`src/rtl/attempt_lockout_ctrl.sv`:
```
// rtl/attempt_lockout_ctrl.sv - keypad passcode checker with consecutive-failure lockout
module attempt_lockout_ctrl #(
  parameter int                   DIGITS         = 6,
  parameter int                   MAX_FAIL       = 3,
  parameter int                   LOCKOUT_CYCLES = 24000000,
  parameter logic [4*DIGITS-1:0]  MASTER_CODE    = 24'h555116
) (
  input  logic                  hwclk,
  input  logic                  resetN,
  input  logic [3:0]            key,
  input  logic                  key_valid,
  input  logic [4*DIGITS-1:0]   user_code,
  output logic                  unlocked,
  output logic                  locked_out,
  output logic                  err_pulse,
  output logic [1:0]            fail_count,
  output logic [2:0]            digit_cnt,
  output logic [2:0]            state
);

  localparam int          TW         = $clog2(LOCKOUT_CYCLES) + 1;
  localparam logic [TW-1:0] TIMER_LOAD = TW'(LOCKOUT_CYCLES - 1);
  localparam logic [2:0]  DIGITS_C   = 3'(DIGITS);
  localparam logic [1:0]  MAX_FAIL_C = 2'(MAX_FAIL);
  localparam logic [3:0]  KEY_CLEAR  = 4'hA;
  localparam logic [3:0]  KEY_ENTER  = 4'hB;

  typedef enum logic [2:0] {
    S_IDLE    = 3'd0,
    S_ENTRY   = 3'd1,
    S_CHECK   = 3'd2,
    S_OPEN    = 3'd3,
    S_LOCKOUT = 3'd4
  } state_e;

  state_e                state_q;
  logic [4*DIGITS-1:0]   buf_q;
  logic [2:0]            cnt_q;
  logic [1:0]            fail_q;
  logic [TW-1:0]         timer_q;
  logic                  unlocked_q;
  logic                  locked_out_q;
  logic                  err_q;

  logic                  is_digit;
  logic                  match;
  logic [1:0]            fail_inc;

  assign is_digit = (key <= 4'd9);
  assign match    = (cnt_q == DIGITS_C) &&
                    ((buf_q == user_code) || (buf_q == MASTER_CODE));
  assign fail_inc = (fail_q >= MAX_FAIL_C) ? fail_q : fail_q + 2'd1;

  always_ff @(posedge hwclk) begin
    if (!resetN) begin
      state_q      <= S_IDLE;
      buf_q        <= '0;
      cnt_q        <= '0;
      fail_q       <= '0;
      timer_q      <= '0;
      unlocked_q   <= 1'b0;
      locked_out_q <= 1'b0;
      err_q        <= 1'b0;
    end else begin
      err_q <= 1'b0;
      case (state_q)
        S_IDLE: begin
          if (key_valid && is_digit) begin
            buf_q   <= {{(4*DIGITS-4){1'b0}}, key};
            cnt_q   <= 3'd1;
            state_q <= S_ENTRY;
          end
        end
        S_ENTRY: begin
          if (key_valid) begin
            if (is_digit) begin
              if (cnt_q < DIGITS_C) begin
                buf_q <= {buf_q[4*DIGITS-5:0], key};
                cnt_q <= cnt_q + 3'd1;
              end
            end else if (key == KEY_CLEAR) begin
              buf_q   <= '0;
              cnt_q   <= '0;
              state_q <= S_IDLE;
            end else if (key == KEY_ENTER) begin
              state_q <= S_CHECK;
            end
          end
        end
        S_CHECK: begin
          // Single-cycle compare; key strobes arriving now are dropped.
          buf_q <= '0;
          cnt_q <= '0;
          if (match) begin
            fail_q     <= '0;
            unlocked_q <= 1'b1;
            state_q    <= S_OPEN;
          end else begin
            err_q  <= 1'b1;
            fail_q <= fail_inc;
            if (fail_inc == MAX_FAIL_C) begin
              timer_q      <= TIMER_LOAD;
              locked_out_q <= 1'b1;
              state_q      <= S_LOCKOUT;
            end else begin
              state_q <= S_IDLE;
            end
          end
        end
        S_OPEN: begin
          if (key_valid && (key == KEY_ENTER)) begin
            unlocked_q <= 1'b0;
            state_q    <= S_IDLE;
          end
        end
        S_LOCKOUT: begin
          if (timer_q == '0) begin
            fail_q       <= '0;
            locked_out_q <= 1'b0;
            state_q      <= S_IDLE;
          end else begin
            timer_q <= timer_q - 1'b1;
          end
        end
        default: begin
          buf_q        <= '0;
          cnt_q        <= '0;
          timer_q      <= '0;
          unlocked_q   <= 1'b0;
          locked_out_q <= 1'b0;
          state_q      <= S_IDLE;
        end
      endcase
    end
  end

  assign unlocked   = unlocked_q;
  assign locked_out = locked_out_q;
  assign err_pulse  = err_q;
  assign fail_count = fail_q;
  assign digit_cnt  = cnt_q;
  assign state      = state_q;

endmodule

```
`config.mk`:
```
export PLATFORM = sky130hd
export DESIGN_NAME = attempt_lockout_ctrl
export DESIGN_NICKNAME = d
export VERILOG_FILES = /design/src/rtl/attempt_lockout_ctrl.sv
export SDC_FILE = /design/constraint.sdc
export NUM_CORES = 1
export LEC_CHECK = 0
export ABC_CLOCK_PERIOD_IN_PS = 4300
export CELL_PAD_IN_SITES_DETAIL_PLACEMENT = 1
export CELL_PAD_IN_SITES_GLOBAL_PLACEMENT = 1
export CORE_AREA = 2 2 86 88
export DETAILED_ROUTE_END_ITERATION = 10
export DIE_AREA = 0 0 88 90
export DONT_BUFFER_PORTS = 1
export MAX_ROUTING_LAYER = met4
export PLACE_DENSITY = 0.88
export SETUP_SLACK_MARGIN = 0.02
export SYNTH_ARGS = -nofsm -noshare
export SYNTH_HDL_FRONTEND = slang
export SYNTH_SLANG_ARGS = --single-unit
```
`constraint.sdc`:
```
create_clock -name hwclk -period 4.3 [get_ports hwclk]
set_clock_uncertainty 0.2 [all_clocks]
set_input_delay 0.43 -clock hwclk [delete_from_list [all_inputs] [get_ports hwclk]]
set_output_delay 0.43 -clock hwclk [all_outputs]
set_load 0.05 [all_outputs]
```
Yosys cells after proc, flatten, opt, wreduce, memory -nomap -nowiden. Index checks and enable logic that the tools add are counted.

Add/subtract/negate cells: 3. Multipliers: 0. Divide/modulo/power cells: 0. Order comparisons: 3. Equal/unequal tests: 22. Shifts and indexed selects: 0. Mux-type cells: 37. Bitwise operators: 3. Reduce and logical (&&, ||, !) cells: 17.

Operators by type and width (number): two-way mux 24 bit (5); two-way mux 26 bit (3); one-hot mux 26 bit (3 select lines) (1); one-hot mux 24 bit (3 select lines) (1); two-way mux 3 bit (13); logical NOT 26 bit (1); subtractor 26 x 1 -> 26 bit (second input constant) (1); == test 24 x 23 -> 1 bit (second input constant) (1); == test 24 bit (1); inequality test 2 bit (second input constant) (9); one-hot mux 3 bit (5 select lines) (1); inequality test 3 bit (second input constant) (3); one-hot mux 3 bit (3 select lines) (1); == test 4 bit (second input constant) (2); AND reduction 4 bit (2); == test 3 x 2 -> 1 bit (second input constant) (2); == test 3 bit (second input constant) (2); two-way mux 1 bit (6); two-way mux 2 bit (3); one-hot mux 1 bit (3 select lines) (2); AND reduction 6 bit (1); OR reduction 3 bit (2); AND reduction 5 bit (1); less-or-equal comparator 4 bit (second input constant) (1); 15 further kinds (20).

Register bits: 61. Bits in latches: 0. RAM bits: 0. ROM bits: 0. Input port bits: 31. Output and inout port bits: 11. Logic and storage cells: 93. Memories kept: 0.

Depth between registers and ports, before layout.
Depth after elaboration: 6. Depth in mapped cells: 9. Depth with buffers taken out: 8.

Least setup slack after synthesis. No wires, ideal clock.

Path type: register to register. Start: register timer_q[12]. End: register timer_q[9]. Library setup time: 0.086 ns. Arrival time: 2.403 ns. Data required time: 4.014 ns. Path slack: 1.611 ns. Stages on the path, launching flop included: 9. Path buffers: 3. Clock period less this slack: 2.689 ns. Cells stage by stage: dfxtp_1 -> buf_6 -> or3_1 -> or4_1 -> buf_2 -> o41a_1 -> or2_0 -> buf_4 -> a221oi_2.

Word-level cells in the longest chain between the ends: 3.

RTL lines: start: declaration (RTL line 40) `logic [TW-1:0] timer_q;`; start signal: assignment (RTL line 122) `timer_q <= timer_q - 1'b1;`; logical NOT 26 bit (RTL line 117) `if (timer_q == '0) begin`; inequality test 2 bit (no source line); AND reduction 4 bit (no source line).

No other way between the ends. A chain may end at the register's enable or synchronous reset.

Final worst setup path.
Start: register timer_q[14]. End: register timer_q[9].

The elaborated chain is that of the path after synthesis.

==> flow_summary.html <==
<table>
<tr><th>Metric</th><th>Value</th></tr>
<tr><th colspan="2">Logic synthesis</th></tr>
<tr><td>Cell types with the largest area share after synthesis</td><td>dfxtp_1 36%, a21oi_1 7.1%, xnor2_1 6.5%</td></tr>
<tr><td>Post-synth cell types</td><td>53</td></tr>
<tr><td>Synthesized instance count</td><td>431</td></tr>
<tr><td>Synthesized area</td><td>3370 sq um</td></tr>
<tr><td>Avg Inst Size Synth</td><td>7.82 sq um</td></tr>
<tr><td>Most used DFF post-synth</td><td>dfxtp_1</td></tr>
<tr><td>Syn. warnings</td><td>0</td></tr>
<tr><td>Ranking of synthesized cells by instance count</td><td>61 x dfxtp_1, 48 x a21oi_1, 41 x nand2_1</td></tr>
<tr><td>Simple logic cell fraction of the synthesized area</td><td>28.8%</td></tr>
<tr><td>Async S/R FF share, synth</td><td>0%</td></tr>
<tr><td>Area share of fa/ha/maj cells after synthesis</td><td>1.11%</td></tr>
<tr><td>EDFF count, synth</td><td>0</td></tr>
<tr><td>Synth Area in Compound Gates</td><td>22.2%</td></tr>
<tr><td>Area share of the largest cell type after synthesis</td><td>36.2%</td></tr>
<tr><td>Dominant combinational cell family by area after synthesis</td><td>simple AND/OR/NAND/NOR gates</td></tr>
<tr><td>Total nets after synthesis</td><td>465</td></tr>
<tr><td>Cell with the most instances after synthesis</td><td>dfxtp_1</td></tr>
<tr><td>Post-synthesis share of cell area spent on xor and xnor gates</td><td>6.50%</td></tr>
<tr><td>Portion of netlist area occupied by mux cells</td><td>0.594%</td></tr>
<tr><td>Seq/Total Area, Yosys</td><td>36.2%</td></tr>
<tr><td>Register bit count reported by yosys</td><td>61</td></tr>
<tr><td>Top cell type by total area after synthesis</td><td>dfxtp_1</td></tr>
<tr><th colspan="2">Power and ir drop</th></tr>
<tr><td>Power per cell area</td><td>320 nW/um^2</td></tr>
<tr><td>Maximum resistive drop on vdd</td><td>0.167 mV</td></tr>
<tr><td>Total Power</td><td>0.00116 W</td></tr>
<tr><td>Leak</td><td>1.22 nW</td></tr>
<tr><th colspan="2">Clock tree</th></tr>
<tr><td>Number of buffers added for setup after CTS</td><td>0</td></tr>
<tr><td>Worst-path clk slew</td><td>80 ps</td></tr>
<tr><td>Root Buffer Master</td><td>clkbuf_8</td></tr>
<tr><td>Number of sinks handled by clock tree synthesis</td><td>61</td></tr>
<tr><td>Htree depth</td><td>3</td></tr>
<tr><td>Number of buffers added by the clock tree synthesis step</td><td>9</td></tr>
<tr><td>Count of instances resized after the clock tree is built</td><td>0</td></tr>
<tr><td>Number of buffers between clock root and the deepest sink</td><td>2</td></tr>
<tr><td>TritonCTS clock tree</td><td>done</td></tr>
<tr><td>Worst-skew pair later-pin latency</td><td>340 ps</td></tr>
<tr><th colspan="2">Setup path</th></tr>
<tr><td>Endpoint of the worst register-to-register path</td><td>timer_q[9]</td></tr>
<tr><td>Top fanout value on the critical path</td><td>14</td></tr>
<tr><td>Critical Path Sink Type</td><td>flip-flop</td></tr>
<tr><td>Start-to-end type of the worst setup path</td><td>reg2reg</td></tr>
<tr><td>List of cells traversed by the critical path</td><td>or3_1 &gt; or4_1 &gt; o41a_1 &gt; or2_0 &gt; a221oi_2</td></tr>
<tr><td>Reg-to-reg setup timing slack</td><td>950 ps</td></tr>
<tr><td>Worst-case reg-to-reg path depth</td><td>5</td></tr>
<tr><td>CP startpoint kind</td><td>flip-flop</td></tr>
<tr><td>Required time of the worst setup path</td><td>4350 ps</td></tr>
<tr><td>Worst path slowest cell</td><td>or4_1</td></tr>
<tr><td>Stage delay of the slowest cell on the critical path</td><td>680 ps</td></tr>
<tr><td>Reg2reg start</td><td>timer_q[14]</td></tr>
<tr><td>Arrival time of data at the critical path endpoint</td><td>3400 ps</td></tr>
<tr><th colspan="2">Min path</th></tr>
<tr><td>Start point of the worst hold path</td><td>resetN</td></tr>
<tr><td>Count of cells along the worst hold path</td><td>2</td></tr>
<tr><td>Class of the tightest hold or removal check</td><td>in2reg</td></tr>
<tr><td>WHS Endpoint</td><td>state[1]</td></tr>
<tr><th colspan="2">Timing</th></tr>
<tr><td>Setup Viol. Count Final</td><td>0</td></tr>
<tr><td>Final hold viol count</td><td>0</td></tr>
<tr><td>Final setup TNS</td><td>0 ps</td></tr>
<tr><td>Transition time at the pin with the least slew margin</td><td>1040 ps</td></tr>
<tr><td>Fraction of the cycle the final worst path needs</td><td>77.9%</td></tr>
<tr><td>Unrepaired setup endpoints after global routing</td><td>false</td></tr>
<tr><td>Final critical-path required period</td><td>3350 ps</td></tr>
<tr><td>Number of pins with negative max-slew slack in the final report</td><td>0</td></tr>
<tr><td>Worst relative slew slack</td><td>30.8%</td></tr>
<tr><td>Top achievable clock speed</td><td>298 MHz</td></tr>
<tr><th colspan="2">Finish</th></tr>
<tr><td>Antenna Cells</td><td>0</td></tr>
<tr><td>Relative area change from synthesis to final layout</td><td>7.35%</td></tr>
<tr><td>Share of final-layout standard cells stronger than drive strength 1</td><td>7.93%</td></tr>
<tr><td>Fin cells</td><td>528</td></tr>
<tr><td>Number of nets in the layout</td><td>458</td></tr>
<tr><td>Fillcell total</td><td>878</td></tr>
<tr><th colspan="2">Drt</th></tr>
<tr><td>Routed via count divided by cell count</td><td>6.50</td></tr>
<tr><td>Number of DRC markers after the initial detailed-route iteration</td><td>105</td></tr>
<tr><td>Total number of vias</td><td>3,430</td></tr>
<tr><td>Number of detailed-route iterations in the first pass</td><td>4</td></tr>
<tr><td>Post-detailed-route count of antenna-violating nets</td><td>0</td></tr>
<tr><td>Number of DRC violations after detailed routing</td><td>0</td></tr>
<tr><td>Post-Route WL</td><td>10,500 um</td></tr>
<tr><td>Wire length per cell</td><td>19.8 um</td></tr>
<tr><th colspan="2">Placement</th></tr>
<tr><td>Instance count after placement with tap cells included</td><td>511</td></tr>
<tr><td>Count of input and output buffers</td><td>0</td></tr>
<tr><td>Routability congestion estimate from global placement</td><td>0.848</td></tr>
<tr><td>Detail Placement HPWL</td><td>7440 um</td></tr>
<tr><th colspan="2">Floorplanning</th></tr>
<tr><td>Die Y</td><td>90 um</td></tr>
<tr><td>Die outline width</td><td>88 um</td></tr>
<tr><td>Ports placed on the boundary</td><td>42</td></tr>
<tr><td>Rows</td><td>31</td></tr>
<tr><td>Effective utilization at floorplan</td><td>48.0%</td></tr>
<tr><td>Placeable core region</td><td>7020 sq um</td></tr>
<tr><td>Die Area</td><td>7920 sq um</td></tr>
<tr><th colspan="2">Global route</th></tr>
<tr><td>Congestion Overflow GR</td><td>0</td></tr>
<tr><td>First-pass GRT wire length</td><td>16,900 um</td></tr>
<tr><td>Number of global-route vias before repair</td><td>3,457</td></tr>
<tr><td>Pin count of the biggest net entering global routing</td><td>30</td></tr>
<tr><td>Number of antenna violations at the first check in global routing</td><td>0</td></tr>
<tr><td>Total global-route track usage</td><td>27.7%</td></tr>
<tr><th colspan="2">Job</th></tr>
<tr><td>Max cap viols</td><td>0</td></tr>
<tr><th colspan="2">Outcome</th></tr>
<tr><td>Run status</td><td>finished clean</td></tr>
</table>
cell families after synthesis:
kind of cell | after synthesis
xor gates and xnor gates | 25
buffers and inverters | 38
adders and majority gates | 3
DFF | 61
AOI/OAI and AO/OA | 117
muxes | 2
and+or+nand+nor | 185
layout make-up:
class,instances,area (sq um),area share (%)
flip-flops and latches,61,1220,33.7
repair buffers,8,62.6,1.73
clock inverters,7,42.5,1.18
clock buffers,9,124,3.42
well taps,99,124,3.42
multi-input cells,332,2000,55.3
inverters,12,45.0,1.24
cell usage in the layout, fill, tap and decap left out, drive strengths merged, types with 3 or more instances in the layout:
master	instances
dfxtp	61
a21oi	48
nand2	41
nor3	31
nand3	29
xnor2	25
nor2	21
o21ai	20
inv	12
nand4	10
nor4	9
o22ai	9
clkbuf	9
or3	8
and3	7
buf	7
clkinv	7
or4	6
o21a	5
a211oi	5
or2	5
nand4b	4
nand2b	4
o41ai	4
nor4bb	3
a31oi	3
o31ai	3
o32ai	3
ha	3
sequential cells by signal (all words and copies together) (netlist names):
register / flops
digit_cnt: 3
locked_out: 1
err_pulse: 1
state: 3
timer_q: 26
fail_count: 2
unlocked: 1
buf_q: 24
how the worst max path moves through the flow:
| stage | endpoint | depth (start not counted) | slack [ps] | startpoint |
|---|---|---|---|---|
| after floorplan | timer_q[9] | 8 | 1610 | timer_q[12] |
| after global placement | timer_q[9] | 5 | 1100 | timer_q[14] |
| after detailed placement | timer_q[9] | 5 | 1000 | timer_q[14] |
| after CTS | timer_q[9] | 5 | 970 | timer_q[14] |
| after global routing | timer_q[9] | 5 | 820 | timer_q[14] |
| final | timer_q[9] | 5 | 950 | timer_q[14] |
timing repair:
| item | in CTS | in global routing |
|---|---|---|
| hold buffers | 1 | 0 |
| endpoints found under the setup margin | 0 | 0 |
| endpoints found under the hold margin | 2 | 0 |
power by group:
part           switching, W  internal, W  leakage [nW]
logic             0.0000754    0.0000381         0.637
clock network      0.000241     0.000206        0.0925
registers         0.0000247     0.000571         0.492
total              0.000341     0.000815          1.22
critical path: cells and delay by family (launching register included):
kind	cells	cell delay, ps
AOI/OAI and AO/OA	2	1030
DFF	1	350
and+or+nand+nor	3	1680
stage by stage:
stage	hold WS [ps]	cell area, sq um	setup slack (ps)	util (%)
3_3_place_gp	265	3440	1100	49.0
4_1_cts	11.5	3620	969	51.5
6_report	26.7	3620	950	51.5
2_1_floorplan	253	3370	1610	-
5_1_grt	13.4	3620	820	51.5
3_5_place_dp	282	3440	1000	49.0
routing by layer:
| metal | track usage (%) | wire, um | part of all wire, % | vias up |
|---|---|---|---|---|
| li1 | - | - | - | 1595 |
| met1 | 32.5 | 4370 | 42 | 1690 |
| met2 | 44.9 | 5230 | 50 | 110 |
| met3 | 6.61 | 567 | 5.4 | 35 |
| met4 | 11.7 | 296 | 2.8 | 0 |
| met5 | - | 0 | 0 | - |
No activity file was read; power rests on OpenSTA's default activity.
